<file path="src/rtl/afifo_fwft_reader_if.sv">
// Bundles the async FIFO read-side handshake with the first-word-fall-through output stream.
// The reader takes the slave view; the FIFO/consumer side takes the master view.
interface afifo_fwft_reader_if #(
  parameter int WIDTH = 4
);
  logic             fifo_empty;
  logic             fifo_rd_en;
  logic [WIDTH-1:0] fifo_rd_dat;
  logic [WIDTH-1:0] out_dat;
  logic             out_vld;
  logic             out_rdy;
  logic [1:0]       level;

  modport slave (
    input  fifo_empty,
    input  fifo_rd_dat,
    input  out_rdy,
    output fifo_rd_en,
    output out_dat,
    output out_vld,
    output level
  );

  modport master (
    output fifo_empty,
    output fifo_rd_dat,
    output out_rdy,
    input  fifo_rd_en,
    input  out_dat,
    input  out_vld,
    input  level
  );
endinterface

</file>
<file path="src/rtl/afifo_fwft_reader.sv">
// FWFT adapter for a registered-read FIFO: 2 cycles from empty falling to out_vld, 1 word/cycle.
// 3-entry skid buffer; out_rdy never reaches fifo_rd_en combinationally.
module afifo_fwft_reader #(
  parameter int WIDTH = 4
) (
  input  logic                clk_i,
  input  logic                rst_ni,
  afifo_fwft_reader_if.slave  bus_io
);

  logic [WIDTH-1:0] mem_q [3];
  logic [1:0]       head_q, head_d;
  logic [1:0]       tail_q, tail_d;
  logic [1:0]       occ_q, occ_d;
  logic             pend_q, pend_d;
  logic             issue;
  logic             capture;
  logic             pop;

  function automatic logic [1:0] wrap_inc(input logic [1:0] p);
    return (p == 2'd2) ? 2'd0 : p + 2'd1;
  endfunction

  // Reserve a slot for the in-flight word so a read is only issued when it is sure to fit.
  always_comb begin
    issue   = !bus_io.fifo_empty && (({1'b0, occ_q} + {2'b00, pend_q}) < 3'd3);
    capture = pend_q;
    pop     = (occ_q != 2'd0) && bus_io.out_rdy;
    pend_d  = issue;
    head_d  = pop ? wrap_inc(head_q) : head_q;
    tail_d  = capture ? wrap_inc(tail_q) : tail_q;
    occ_d   = occ_q + {1'b0, capture} - {1'b0, pop};
  end

  always_ff @(posedge clk_i or negedge rst_ni) begin
    if (!rst_ni) begin
      head_q <= 2'd0;
      tail_q <= 2'd0;
      occ_q  <= 2'd0;
      pend_q <= 1'b0;
      for (int i = 0; i < 3; i++) mem_q[i] <= '0;
    end else begin
      head_q <= head_d;
      tail_q <= tail_d;
      occ_q  <= occ_d;
      pend_q <= pend_d;
      if (capture) mem_q[tail_q] <= bus_io.fifo_rd_dat;
    end
  end

  assign bus_io.fifo_rd_en = issue;
  assign bus_io.out_vld    = (occ_q != 2'd0);
  assign bus_io.out_dat    = mem_q[head_q];
  assign bus_io.level      = occ_q;

endmodule

</file>
<file path="src/flat_wrapper.sv">
// flat-port wrapper written by rule: the top's interface ports become plain ports
module afifo_fwft_reader_flat 
#(
  parameter int WIDTH = 4
)
  (clk_i, rst_ni, bus_io_fifo_empty, bus_io_fifo_rd_dat, bus_io_out_rdy, bus_io_fifo_rd_en, bus_io_out_dat, bus_io_out_vld, bus_io_level);
  afifo_fwft_reader_if #(.WIDTH(WIDTH)) bus_io_i ();
  input  logic clk_i;
  input  logic rst_ni;
  input wire logic [$bits(bus_io_i.fifo_empty)-1:0] bus_io_fifo_empty;
  input wire logic [$bits(bus_io_i.fifo_rd_dat)-1:0] bus_io_fifo_rd_dat;
  input wire logic [$bits(bus_io_i.out_rdy)-1:0] bus_io_out_rdy;
  output wire logic [$bits(bus_io_i.fifo_rd_en)-1:0] bus_io_fifo_rd_en;
  output wire logic [$bits(bus_io_i.out_dat)-1:0] bus_io_out_dat;
  output wire logic [$bits(bus_io_i.out_vld)-1:0] bus_io_out_vld;
  output wire logic [$bits(bus_io_i.level)-1:0] bus_io_level;
  assign bus_io_i.fifo_empty = bus_io_fifo_empty;
  assign bus_io_i.fifo_rd_dat = bus_io_fifo_rd_dat;
  assign bus_io_i.out_rdy = bus_io_out_rdy;
  assign bus_io_fifo_rd_en = bus_io_i.fifo_rd_en;
  assign bus_io_out_dat = bus_io_i.out_dat;
  assign bus_io_out_vld = bus_io_i.out_vld;
  assign bus_io_level = bus_io_i.level;
  afifo_fwft_reader #(.WIDTH(WIDTH)) u_core (.clk_i(clk_i), .rst_ni(rst_ni), .bus_io(bus_io_i));
endmodule
</file>
<file path="config.mk">
export PLATFORM = sky130hd
export DESIGN_NAME = afifo_fwft_reader_flat
export DESIGN_NICKNAME = d
export VERILOG_FILES = /design/src/rtl/afifo_fwft_reader_if.sv /design/src/rtl/afifo_fwft_reader.sv /design/src/flat_wrapper.sv
export SDC_FILE = /design/constraint.sdc
export NUM_CORES = 1
export LEC_CHECK = 0
export BUFFER_PORTS_ARGS = -buffer_cell sky130_fd_sc_hd__buf_2
export CORE_MARGIN = 2
export CORE_UTILIZATION = 40
export CTS_BUF_LIST = sky130_fd_sc_hd__clkbuf_4
export CTS_CLUSTER_SIZE = 30
export DETAILED_ROUTE_END_ITERATION = 10
export GPL_ROUTABILITY_DRIVEN = 0
export GPL_TIMING_DRIVEN = 0
export PLACE_DENSITY = 0.64
export REMOVE_ABC_BUFFERS = 1
export SLEW_MARGIN = 40
export SYNTH_ARGS = -nofsm -noshare
export SYNTH_HDL_FRONTEND = slang
export SYNTH_SLANG_ARGS = --single-unit
</file>
<file path="constraint.sdc">
create_clock -name clk_i -period 2.1 [get_ports clk_i]
set_input_delay 0.42 -clock clk_i [delete_from_list [all_inputs] [get_ports clk_i]]
set_output_delay 0.42 -clock clk_i [all_outputs]
set_load 0.05 [all_outputs]
</file>
### After elaboration in Yosys (flattened, before gate mapping)

Cells that the tools add are included.

* add/sub/neg operators: 5
* magnitude comparators: 4
* equal/unequal tests: 2
* mux-type cells: 8
* bitwise gates (word level): 2
* reduce and logical (&&, ||, !) cells: 5

Operator list (count)
* bitwise mux 12 bit: 1
* 2-to-1 mux 4 bit: 3
* binary-select mux 4 bit (select 2 bit): 1
* demux 4 bit (select 2 bit): 1
* >= comparator 3 bit, second input constant: 2
* inverter 2 -> 3 bit: 2
* adder 2 x 1 -> 2 bit, second input constant: 2
* equality test 2 bit, second input constant: 2
* 2-to-1 mux 2 bit: 2
* adder 2 x 1 -> 3 bit: 1
* logical AND 1 bit: 3
* < comparator 3 x 1 -> 1 bit, second input constant: 1
* < comparator 3 x 2 -> 1 bit, second input constant: 1
* adder 2 x 1 -> 2 bit: 1
* nonzero test 2 bit: 1
* subtractor 2 x 1 -> 2 bit: 1
* zero test 1 bit: 1

* register bits after elaboration: 19
* input bits: 8
* output and inout bits: 8
* logic and storage cells: 33

### Depth between registers and ports, before layout

* word-level depth: 6
* mapped depth: 7
* mapped depth without buffers: 7

### Worst setup path after synthesis

Ideal clock, no wire load.

* path type: register -> output
* from: register u_core.occ_q[0], in the netlist u_core.bus_io.level[0]
* to: output port bus_io_fifo_rd_en
* arrival: 2381 ps
* slack: -701 ps
* cell stages (with the launch flop): 4
* path buffers: 0
* path through: dfrtp_1 -> ha_1 -> ha_1 -> a211oi_1

* word-level cells in the longest chain between the ends: 3

RTL lines
* from (decl): line afifo_fwft_reader.sv:14 `logic [1:0] occ_q, occ_d;`
* from (signal assigned): line afifo_fwft_reader.sv:39 `occ_q <= 2'd0;`
* from (signal assigned): line afifo_fwft_reader.sv:45 `occ_q <= occ_d;`
* adder 2 x 1 -> 3 bit: line afifo_fwft_reader.sv:26 `issue = !bus_io.fifo_empty && (({1'b0, occ_q} + {2'b00, pend_q}) < 3'd3);`
* < comparator 3 x 2 -> 1 bit: line afifo_fwft_reader.sv:26
* logical AND 1 bit: line afifo_fwft_reader.sv:26
* to (decl): line flat_wrapper.sv:13 `output wire logic [$bits(bus_io_i.fifo_rd_en)-1:0] bus_io_fifo_rd_en;`

No other way between the ends.

### Worst setup path in the final report

Ends and elaborated chain as after synthesis.

==> flow_summary.yaml <==
sta:
  min_period_over_period: 0.958
  rsz0062_at_grt: "no"
  worstMarginPinSlew_ps: 411
  hold_viol: 0
  slew-limit-headroom: 0.726
  period_needed_ps: 2010
  setup_viol: 0
  slew_viol_final: 0
  fmax_mhz: 497
  clock_skew_ps: 5.89
synth:
  netlist_top_cells_count: "dfrtp_1, mux2_2, inv_1"
  synthCells: 64
  ys_seq_area_frac: 0.539
  ys.flop_type: "dfrtp_1"
  yosysTopAreaCellShare: 0.539
  synth_top_family_by_area: "multiplexers"
  synth.distinct_cells: 16
  synth_area_leader_cell: "dfrtp_1"
  synth_area_per_cell_um2: 13.8
  synth_seq_cells: 19
  async_flop_share: 1.00
  yosys.area_share.simple: 0.0638
  synth_warnings: 0
  yosys.area_share.adder: 0.0567
  yosysMostFrequentCell: "dfrtp_1"
  synth_edf_count: 0
  muxShareOfSynthArea: 0.224
  synthTopCellsByArea: "dfrtp_1, mux2_2, ha_1"
  syn-cell-area_um2: 882
  synth_compound_area_frac: 0.0695
  synthXorXnorAreaFrac: 0.0199
setup_path:
  path_cells: "ha_2 -> ha_4 -> a211oi_2 -> buf_6"
  cp.required_ps: 1680
  slowest_stage: "dfrtp_1"
  worst-path-buf-inv: 1
  crit_arrival_ps: 1590
  slowest_delay_ps: 410
  end_kind: "output port"
  crit_family: "adder cells"
  criticalPathCategory: "register to output port"
  cp-start-kind: "register"
  path_max_fanout: 2
layout:
  utilization: 0.493
  nets: 97
  nFillCells: 194
  drive_gt1_frac: 0.512
  antenna_cells: 0
  syn2layout_area_growth_pct: 20.1
die:
  die_area_um2: 2600
  die_h_um: 51.0
  core_region_area_um2: 2150
  io-pin-count: 16
  fp.dieW_um: 51.0
  start_util: 0.411
  placementRows: 17
status:
  status: "completed"
drt:
  dr.pass1.iters: 4
  route.detailed.drc: 0
  vias: 561
  wire_per_inst_um: 13.0
  routed_wl_um: 1460
  detail-route-antenna-nets: 0
  viasPerCell: 5.01
  drt_iter0_drc: 4
min_path:
  hold_class: "primary input to asynchronous set/reset pin"
cts:
  path_clk_slew_ps: 110
  cts_tree: "yes"
  cts_buffers: 3
  cts_root_buf: "clkbuf_4"
  insertion_delay_ps: 290
  cts_max_path_buffers: 2
  cts.sink_count: 19
  htree_levels: 1
global_route:
  antenna_found_initial: 0
  grt_first_pass_wirelength_um: 2440
  grt_max_degree: 20
  gr-total-overflow: 0
  grt_pass1_vias: 562
  track_usage: 0.132
placed_design:
  port_buffers: 15
  post-dp-hpwl_um: 1080
job:
  maxCapViolCount: 0
==> worst paths after layout <==
kind                                             start  slack, ps  depth (start not counted)                endpoint
worst min-delay path                            rst_ni         40                          1         u_core.mem_q[8]
worst max-delay path            u_core.bus_io.level[0]         90                          4       bus_io_fifo_rd_en
max in group asynchronous                       rst_ni       1750                          1          u_core.capture
min in group clk_i                   bus_io_fifo_empty        280                          2          u_core.capture
worst min register to register        u_core.mem_q[10]        520                          1        u_core.mem_q[10]
worst max register to register  u_core.bus_io.level[0]        250                          8  u_core.bus_io.level[1]
==> flip-flops by register name, summed over array words and instances, names as in the netlist <==
register	count
u_core.bus_io.level	2
u_core.capture	1
u_core.head_q	2
u_core.mem_q	12
u_core.tail_q	2
==> layout make-up <==
| type | instances | area (µm²) | area share |
|---|---|---|---|
| Clock buffer | 3 | 22.5 | 0.0213 |
| Tap cell | 28 | 35.0 | 0.0331 |
| Timing Repair Buffer | 17 | 96.3 | 0.0909 |
| Multi-Input combinational cell | 39 | 405 | 0.383 |
| Sequential cell | 19 | 477 | 0.450 |
| Inverter | 5 | 18.8 | 0.0177 |
| Clock inverter | 1 | 5.00 | 0.00472 |
==> metrics by stage <==
stage               worst slack (ps)  cell area (µm²)  TNS [ps]  std cells  hold WS (ps)
global placement                 180              987         0        106           382
detailed placement               146              987         0        106           379
global route                    8.15             1060         0        112          53.2
floorplan                       -701              877     -1240         63           124
finish                          88.9             1060         0        112          37.6
CTS                             10.4             1030         0        111          45.2
==> worst register-to-register path: stages, from the launching register on <==
cell	delay, ps
dfrtp_1	410
buf_4	150
o21ai_0	340
inv_1	100
ha_1	280
inv_1	40
ha_1	180
xnor2_1	160
xnor2_1	140
==> cell families after synthesis <==
kind of cell,after synthesis
multiplexers,18
buffers and inverters,6
flip-flops,19
XOR/XNOR,2
adder cells (fa/ha/maj),4
AO/OA/AOI/OAI,8
AND/OR/NAND/NOR,7
==> routing by layer <==
metal / GRT usage / wire length [µm]
met3: 0.0322 / 72
met5: 0 / 0
met1: 0.157 / 668
met4: 0.0946 / 36
met2: 0.208 / 680
==> layout by cell type (no fill, tap or decap) <==
cell	Yosys	routed
o2bb2ai_1	4	4
clkinv_2	0	1
nor2b_2	0	1
ha_4	0	1
dfrtp_2	0	1
nor2b_1	2	1
dfrtp_1	19	18
a211oi_2	0	1
nor2_1	1	1
buf_6	0	1
nor3b_4	1	1
mux2_2	14	14
ha_2	0	1
o21ai_0	2	2
mux2i_1	4	4
ha_1	4	2
clkbuf_4	0	3
a21o_2	1	1
buf_2	1	14
inv_1	5	5
xnor2_1	2	2
nand3b_1	2	2
buf_4	0	2
or2_2	1	1
==> timing repair <==
| action | CTS | global route |
|---|---|---|
| resized for setup | 4 | 3 |
| pin swaps | 1 | 2 |
| hold buffers | 0 | 0 |
| setup buffers | 1 | 1 |
| endpoints found under the setup margin | 1 | 4 |
Power is left out: the tool's default activity adds up to more than one toggle a clock period on the data nets, which glitch-free logic cannot reach.
